<file path="src/rtl/mem_arb_pkg.sv">
// Shared types and constants for the ibus/dbus memory arbiter.
// No logic; owner encoding and response-source ids only.
// N/A: no handshake of its own.
package mem_arb_pkg;

    typedef enum logic [1:0] {
        OWNER_NONE = 2'd0,
        OWNER_IBUS = 2'd1,
        OWNER_DBUS = 2'd2
    } owner_e;

    // Source id recorded per accepted read so responses can be routed back
    localparam logic ID_IBUS = 1'b0;
    localparam logic ID_DBUS = 1'b1;

endpackage

</file>
<file path="src/rtl/mem_arb_id_fifo.sv">
// In-order 1-bit FIFO of read source ids awaiting a response.
// Head valid combinationally; push/pop take effect on the next rising clk.
// A push while full is taken only if a pop happens in the same cycle.
module mem_arb_id_fifo
    import mem_arb_pkg::*;
#(
    parameter  int DEPTH = 2,
    localparam int PW    = (DEPTH > 1) ? $clog2(DEPTH) : 1,
    localparam int CW    = $clog2(DEPTH + 1)
) (
    input  logic          clk,
    input  logic          rst,
    input  logic          i_push,
    input  logic          i_din,
    input  logic          i_pop,
    output logic          o_head,
    output logic          o_full,
    output logic          o_empty,
    output logic [CW-1:0] o_count
);

    logic [DEPTH-1:0] r_mem;
    logic [PW-1:0]    r_wr_ptr;
    logic [PW-1:0]    r_rd_ptr;
    logic [CW-1:0]    r_count;
    logic             w_push;
    logic             w_pop;

    function automatic logic [PW-1:0] next_ptr(input logic [PW-1:0] p);
        return (p == PW'(DEPTH - 1)) ? '0 : p + 1'b1;
    endfunction

    assign o_count = r_count;
    assign o_empty = (r_count == '0);
    assign o_full  = (r_count == CW'(DEPTH));
    assign o_head  = r_mem[r_rd_ptr];

    // At full occupancy the slot being popped is the one the push overwrites
    assign w_pop  = i_pop & ~o_empty;
    assign w_push = i_push & (~o_full | w_pop);

    // Pointer, storage and occupancy update
    always_ff @(posedge clk or posedge rst) begin
        if (rst) begin
            r_mem    <= '0;
            r_wr_ptr <= '0;
            r_rd_ptr <= '0;
            r_count  <= '0;
        end else begin
            if (w_push) begin
                r_mem[r_wr_ptr] <= i_din;
                r_wr_ptr        <= next_ptr(r_wr_ptr);
            end
            if (w_pop) begin
                r_rd_ptr <= next_ptr(r_rd_ptr);
            end
            case ({w_push, w_pop})
                2'b10:   r_count <= r_count + 1'b1;
                2'b01:   r_count <= r_count - 1'b1;
                default: r_count <= r_count;
            endcase
        end
    end

endmodule

</file>
<file path="src/rtl/mem_bus_arbiter.sv">
// Shares one Avalon-MM slave between ibus (fetch) and dbus (load/store).
// Zero added latency: requests and responses pass combinationally.
// Losing or read-blocked master sees waitrequest=1; owner locks while slave stalls.
module mem_bus_arbiter
    import mem_arb_pkg::*;
#(
    parameter int AW              = 32,
    parameter int DW              = 32,
    parameter int MAX_OUTSTANDING = 2,
    parameter int DBUS_LIMIT      = 4
) (
    input  logic            clk,
    input  logic            rst,
    input  logic            ibus_read,
    input  logic [AW-1:0]   ibus_address,
    output logic            ibus_waitrequest,
    output logic [DW-1:0]   ibus_readdata,
    output logic            ibus_readdatavalid,
    input  logic            dbus_read,
    input  logic            dbus_write,
    input  logic [AW-1:0]   dbus_address,
    input  logic [DW-1:0]   dbus_writedata,
    input  logic [DW/8-1:0] dbus_byteenable,
    output logic            dbus_waitrequest,
    output logic [DW-1:0]   dbus_readdata,
    output logic            dbus_readdatavalid,
    output logic            mem_read,
    output logic            mem_write,
    output logic [AW-1:0]   mem_address,
    output logic [DW-1:0]   mem_writedata,
    output logic [DW/8-1:0] mem_byteenable,
    input  logic            mem_waitrequest,
    input  logic [DW-1:0]   mem_readdata,
    input  logic            mem_readdatavalid,
    output logic            resp_error
);

    localparam int CW = $clog2(MAX_OUTSTANDING + 1);
    localparam int SW = $clog2(DBUS_LIMIT + 1);

    owner_e          r_owner;
    logic [SW-1:0]   r_starve;
    logic            r_resp_error;
    owner_e          w_sel;
    logic            w_starved;
    logic            w_rd_ok;
    logic            w_accept;
    logic            w_push;
    logic            w_pop;
    logic            w_head;
    logic            w_full;
    logic            w_empty;
    logic [CW-1:0]   w_count;

    assign w_starved = (r_starve == SW'(DBUS_LIMIT));
    assign w_pop     = mem_readdatavalid & ~w_empty;
    // A response in this cycle frees a slot for a read issued in the same cycle
    assign w_rd_ok   = ~w_full | w_pop;

    // Winner: locked owner if any, else dbus unless ibus has been starved
    always_comb begin
        w_sel = r_owner;
        if (r_owner == OWNER_NONE) begin
            if ((dbus_read || dbus_write) && !(w_starved && ibus_read)) begin
                w_sel = OWNER_DBUS;
            end else if (ibus_read) begin
                w_sel = OWNER_IBUS;
            end
        end
    end

    // Steer the winner's request onto the slave port
    always_comb begin
        mem_read       = 1'b0;
        mem_write      = 1'b0;
        mem_address    = '0;
        mem_byteenable = '0;
        case (w_sel)
            OWNER_IBUS: begin
                mem_read       = ibus_read & w_rd_ok;
                mem_address    = ibus_address;
                mem_byteenable = '1;
            end
            OWNER_DBUS: begin
                mem_read       = dbus_read & w_rd_ok;
                mem_write      = dbus_write;
                mem_address    = dbus_address;
                mem_byteenable = dbus_byteenable;
            end
            default: ;
        endcase
    end

    assign mem_writedata    = dbus_writedata;
    assign w_accept         = (mem_read | mem_write) & ~mem_waitrequest;
    assign ibus_waitrequest = ~(w_accept && (w_sel == OWNER_IBUS));
    assign dbus_waitrequest = ~(w_accept && (w_sel == OWNER_DBUS));
    assign w_push           = mem_read & ~mem_waitrequest;

    mem_arb_id_fifo #(
        .DEPTH (MAX_OUTSTANDING)
    ) u_id_fifo (
        .clk     (clk),
        .rst     (rst),
        .i_push  (w_push),
        .i_din   ((w_sel == OWNER_DBUS) ? ID_DBUS : ID_IBUS),
        .i_pop   (w_pop),
        .o_head  (w_head),
        .o_full  (w_full),
        .o_empty (w_empty),
        .o_count (w_count)
    );

    assign ibus_readdata      = mem_readdata;
    assign dbus_readdata      = mem_readdata;
    assign ibus_readdatavalid = w_pop & (w_head == ID_IBUS);
    assign dbus_readdatavalid = w_pop & (w_head == ID_DBUS);
    assign resp_error         = r_resp_error;

    // Owner lock, starvation counter and sticky spurious-response flag
    always_ff @(posedge clk or posedge rst) begin
        if (rst) begin
            r_owner      <= OWNER_NONE;
            r_starve     <= '0;
            r_resp_error <= 1'b0;
        end else begin
            // Hold the winner only while its presented request is stalled
            r_owner <= ((mem_read | mem_write) & mem_waitrequest) ? w_sel : OWNER_NONE;

            if (!ibus_read || (w_accept && (w_sel == OWNER_IBUS))) begin
                r_starve <= '0;
            end else if (w_accept && (w_sel == OWNER_DBUS) && !w_starved) begin
                r_starve <= r_starve + 1'b1;
            end

            if (mem_readdatavalid && (w_count == '0)) begin
                r_resp_error <= 1'b1;
            end
        end
    end

endmodule

</file>
<file path="config.mk">
export PLATFORM = sky130hd
export DESIGN_NAME = mem_bus_arbiter
export DESIGN_NICKNAME = d
export VERILOG_FILES = /design/src/rtl/mem_arb_pkg.sv /design/src/rtl/mem_arb_id_fifo.sv /design/src/rtl/mem_bus_arbiter.sv
export SDC_FILE = /design/constraint.sdc
export NUM_CORES = 1
export LEC_CHECK = 0
export CORE_AREA = 2 2 108 110
export CTS_CLUSTER_DIAMETER = 60
export DETAILED_ROUTE_END_ITERATION = 6
export DIE_AREA = 0 0 110 112
export SETUP_SLACK_MARGIN = 0.02
export SKIP_CTS_REPAIR_TIMING = 1
export SYNTH_ARGS = -nofsm -noshare
export SYNTH_HDL_FRONTEND = slang
export SYNTH_SLANG_ARGS = --single-unit
</file>
<file path="constraint.sdc">
create_clock -name clk -period 4 [get_ports clk]
set_input_delay 0.6 -clock clk [delete_from_list [all_inputs] [get_ports clk]]
set_output_delay 0.6 -clock clk [all_outputs]
set_load 0.02 [all_outputs]
</file>
* Word-level counts from Yosys, hierarchy flattened
Cells that the tools add are included.
** Word-level totals
- Word-level logic and storage cells :: 75
- Output and inout port bits :: 139
- Bits in registers :: 12
** Cells by class
- Bitwise operators :: 19
- Add/subtract/negate cells :: 5
- $lt $le $gt $ge :: 3
- Eq/ne operators :: 6
- Reductions and logical operators :: 16
- Muxes and demuxes :: 19
** Operator list (number)
- $pmux 32 s2 :: 1
- $and 1x1->1 :: 10
- $mux 2 :: 4
- $pmux 4 s2 :: 1
- $logic_and 1x1->1 :: 7
- $mux 1 :: 7
- $eq 2x2->1 const B :: 3
- $mux 3 :: 2
- $not 1->1 :: 6
- $eq 2x1->1 const B :: 2
- $logic_not 2->1 :: 2
- $lt 1x2->1 const B :: 2
- $pmux 2 s2 :: 1
- $reduce_bool 2->1 :: 2
- $add 3x1->3 const B :: 1
- $eq 3x3->1 const B :: 1
- $logic_not 1->1 :: 3
- $or 1x1->1 :: 3
- $add 1x1->1 const B :: 2
- $add 2x1->2 const B :: 1
- $bwmux 2 :: 1
- $logic_or 1x1->1 :: 2
- $pmux 1 s2 :: 1
- $sub 2x1->2 const B :: 1
- 2 further kinds :: 2

* Depth between registers and ports, before layout
- Depth in word-level cells :: 14
- Mapped depth :: 16
- Depth with buffers taken out :: 14

* Modules after synthesis
From an unflattened synthesis, not the netlist that was laid out.
** Unflattened totals
- Cells, all modules :: 276
- Area total of the unflattened synthesis :: 2037.0 um2
** Modules (own cells, without submodules)
- mem_bus_arbiter :: seq. area each 150.1 um2, cells each 246, instances 1, area an instance 1719.1 um2
- mem_arb_id_fifo :: seq. area each 150.1 um2, cells each 30, instances 1, area an instance 317.8 um2

* Worst setup path before layout
No wires, ideal clock.
- Path kind :: register to output
- Start :: register r_starve[0]
- End :: output port dbus_waitrequest
- Cell stages (with the launch flop) :: 12
- Arrival time :: 2.315 ns
- Buffers on the path :: 1
- Path slack :: 1.085 ns
- Data required time :: 3.400 ns
- Cells stage by stage :: dfrtp_1 inv_1 ha_1 nand3_1 o21ai_0 a31oi_1 ha_1 mux2_2 and3_1 buf_6 or2_4 nand2_1
** On the way
- Word-level cells in the longest chain between the ends :: 12
- Elaborated cells between the ends (all ways) :: 14
** RTL lines
- start, declared :: line mem_bus_arbiter.sv:42 : logic [SW-1:0] r_starve;
- start signal, assigned :: line mem_bus_arbiter.sv:133 : r_starve <= r_starve + 1'b1;
- $eq 3x3->1 * :: line mem_bus_arbiter.sv:55 : assign w_starved = (r_starve == SW'(DBUS_LIMIT));
- $logic_and 1x1->1 * :: line mem_bus_arbiter.sv:64 : if ((dbus_read || dbus_write) && !(w_starved && ibus_read)) begin
- $logic_not 1->1 * :: line mem_bus_arbiter.sv:64
- $logic_and 1x1->1 * :: line mem_bus_arbiter.sv:64
- $mux 2 * :: line mem_bus_arbiter.sv:64
- $mux 2 * :: line mem_bus_arbiter.sv:63 : if (r_owner == OWNER_NONE) begin
- $eq 2x2->1 / $eq 2x1->1 (equally long branches) :: line mem_bus_arbiter.sv:78 : case (w_sel)
- $pmux 1 s2 * :: line mem_bus_arbiter.sv:78
- named net mem_read :: line mem_bus_arbiter.sv:27 : output logic mem_read,
- $or 1x1->1 * :: line mem_bus_arbiter.sv:95 : assign w_accept = (mem_read | mem_write) & ~mem_waitrequest;
- $and 1x1->1 * :: line mem_bus_arbiter.sv:95
- $logic_and 1x1->1 * :: line mem_bus_arbiter.sv:97 : assign dbus_waitrequest = ~(w_accept && (w_sel == OWNER_DBUS));
- $not 1->1 * :: line mem_bus_arbiter.sv:97
- end, declared :: line mem_bus_arbiter.sv:24 : output logic dbus_waitrequest,
The timed path passes the listed nets; every way through them passes the cells marked *.

* Final worst setup path
- Start :: input port ibus_read
- End :: output port mem_address[31]
** On the way
- Word-level cells in the longest chain between the ends :: 7
- Elaborated cells between the ends (all ways) :: 9
** RTL lines
- start, declared :: line mem_bus_arbiter.sv:14 : input logic ibus_read,
- $logic_and 1x1->1 :: line mem_bus_arbiter.sv:64
- $logic_not 1->1 :: line mem_bus_arbiter.sv:64
- $logic_and 1x1->1 :: line mem_bus_arbiter.sv:64
- $mux 2 * :: line mem_bus_arbiter.sv:64
- $mux 2 * :: line mem_bus_arbiter.sv:63
- $eq 2x2->1 / $eq 2x1->1 (equally long branches) :: line mem_bus_arbiter.sv:78
- $pmux 32 s2 * :: line mem_bus_arbiter.sv:78
- end, declared :: line mem_bus_arbiter.sv:29 : output logic [AW-1:0] mem_address,
Every way passes the cells marked *; elsewhere a longest branch is shown, timed or not.

==> key figures <==
Run status
  • Status: finished clean

Route
  • Vias per cell: 4.070
  • DRT Pass-1 Iters: 4
  • Total Wirelength: 6594 µm
  • DRT iter0 DRCs: 91
  • Via count: 1689
  • Drt wl/cell: 15.89 µm
  • Post-DRT Antenna Nets: 0
  • Residual DRC: 0

Setup path
  • Max FO, Critical Path: 37
  • Crit path top cell by count: clkdlybuf4s50_1
  • Crit start category: primary input
  • Largest delay contributor family on the critical path: buffers and inverters
  • CP Data Arrival Time: 3090 ps
  • Slowest-stage cell, CP: clkdlybuf4s50_1
  • CP bufs+invs: 4
  • Worst Setup Path Type: in -> out
  • CP endpoint kind: output port
  • CP peak stage delay: 620 ps
  • Ordered list of cells on the worst path: clkdlybuf4s50_1, nand3_1, o21ai_0, a31oi_2, inv_1, ha_1, buf_4, a22oi_1, nor2_1, clkdlybuf4s50_1
  • CP required: 3400 ps

Synth
  • Cells taking the most area after synthesis: buf_4, dfrtp_1, a22oi_1
  • Yosys reg bits: 12
  • Mapped cell area: 0.001886 mm²
  • Largest family of logic cells by synthesized area: buffers and inverters
  • Mux contribution to synthesized area: 2.322%
  • Main synth FF type: dfrtp_1
  • Netlist cell types: 30
  • Syn avg cell area: 7.365 µm²
  • Post-synthesis sequential area ratio: 15.93%
  • Area leader, netlist: buf_4
  • Post-synthesis simple-gate area fraction: 15.06%
  • Post-synth top area share: 38.22%
  • Post-synth EDFFs: 0
  • Asr flop ratio synth: 100.0%
  • Synth warn: 0
  • Xor/xnor share of the synthesized area: 2.322%
  • Synth Area in Adders: 3.318%
  • Cells after Synth: 256
  • Syn_nets: 400
  • Post-synthesis compound-gate area fraction: 18.25%

Clock network
  • H-Tree Depth: 1
  • Sink Count: 12
  • CTS tree: built
  • Clk_lat worst skew: 240 ps
  • Max clock buf depth: 2
  • CTS Buf Count: 3
  • Clk root buf: clkbuf_16
  • Clk slew on worst S/H paths: 40 ps

Layout
  • Most frequent cells in the layout: clkdlybuf4s50_1, nor2_1, a22oi_1
  • Synthesis-to-layout area growth: 38.09%
  • ANT cells: 0
  • Net count, final: 417
  • Ratio of cells with drive above 1 in the final layout: 6.250%
  • Design area: 0.002604 mm²
  • Most common cell after layout, fill and taps aside: clkdlybuf4s50_1

Placed design
  • Buffers on Ports: 117
  • DP Wirelength: 5233 µm
  • Pre-CTS setup slack: 98.27 ps
  • Placed Area: 0.002501 mm²
  • Gp weighted congestion: 0.7618

STA
  • Setup tns final: 0 ps
  • Slew margin rel.: 67.39%
  • Worst slew pin tran: 484.0 ps
  • PnR worst setup slack: 310.3 ps
  • Layout Skew: 2.161 ps
  • Final Max Tran Viols: 0
  • FMAX: 271.0 MHz
  • Final Cycle Share: 92.24%
  • # setup viols final: 0
  • Min cycle time layout: 3690 ps
  • Hold_ws: 454.5 ps
  • Final Hold Viols: 0
  • RSZ-0062 raised after global routing: false

Floorplan
  • Initial Util: 16.87%
  • IO Pins: 278
  • Core area: 0.01117 mm²
  • Cell Rows: 39
  • Die X: 110 µm
  • Die area: 0.01232 mm²
  • Chip Height: 112 µm

Pwr
  • Total power: 0.0009656 W
  • PwrDens: 370.9 mW/mm²
  • Total leakage power: 0.9903 nW
  • Maximum VDD drop: 0.0002082 V

Global route
  • Total congestion overflow: 0
  • Vias in the first global route: 1712
  • Initial antenna violation count: 0
  • GRT Util Overall: 10.06%
  • Pin count of the biggest net entering global routing: 42
  • First-pass GRT wire length: 9542 µm

Job
  • Max cap viols: 0

Min path
  • Hold Path Class: reg -> reg
routing by layer:
layer,track usage [%],wire [µm],share of wire [%]
met1,9.607,2170,33
met4,4.051,187,2.8
met3,3.630,731,11
met2,18.98,3504,53
met5,0,0,0
synth_stat cells (2+ instances only):
library cell and instances:
mux2_2 3, nand2b_1 3, inv_1 8, dfrtp_1 12
buf_4 96, or3_1 2, xnor2_1 4, nor2b_1 2
ha_1 5, nand2_1 4, o21ai_0 7, a21oi_1 7
a31oi_1 3, nor2_1 42, buf_1 3, clkbuf_1 9
a22oi_1 32, nand3_1 2
power by group:
part           switching (W)  internal (W)
clock network      0.0000556      0.000151
logic               0.000275      0.000296
registers          0.0000293      0.000158
per-stage QoR:
step	util (%)	std cells
6_report	23.30	415
5_1_grt	23.30	415
4_1_cts	23.18	415
3_5_place_dp	22.38	411
3_3_place_gp	22.38	411
2_1_floorplan	-	256
cells by family (layout without fill, tap and decap cells):
family          Yosys count  count (layout)
simple gates             62              62
flops                    12              12
compound gates           51              51
buf+inv                 117             133
mux                       4               4
xor+xnor                  5               5
fa+ha+maj                 5               5
layout make-up:
cell class / instances / area, µm²
fill: 1225 / 8571
timing repair buffer: 121 / 1219
multi-input combinational: 127 / 787.0
sequential: 12 / 300.3
tap: 143 / 178.9
clock buffer: 4 / 88.84
inverter: 8 / 30.03
registers in the layout (all words and copies together), names as in the netlist:
signal and cells:
u_id_fifo.r_wr_ptr 1, u_id_fifo.o_count 2, u_id_fifo.r_mem 2, r_owner 2
u_id_fifo.r_rd_ptr 1, resp_error 1, r_starve 3
worst paths after layout:
kind | slack, ps | cells past startpoint | startpoint | endpoint
worst max-delay path | 310 | 10 | ibus_read | mem_address[31]
worst min-delay path | 450 | 1 | resp_error | resp_error
worst max register to register | 1160 | 13 | r_starve[0] | u_id_fifo.o_count[1]
worst min register to register | 450 | 1 | resp_error | resp_error
max in group asynchronous | 3010 | 2 | rst | r_owner[1]
min in group asynchronous | 670 | 2 | rst | u_id_fifo.r_wr_ptr
Note: power is estimated with default switching activity, not from simulation.
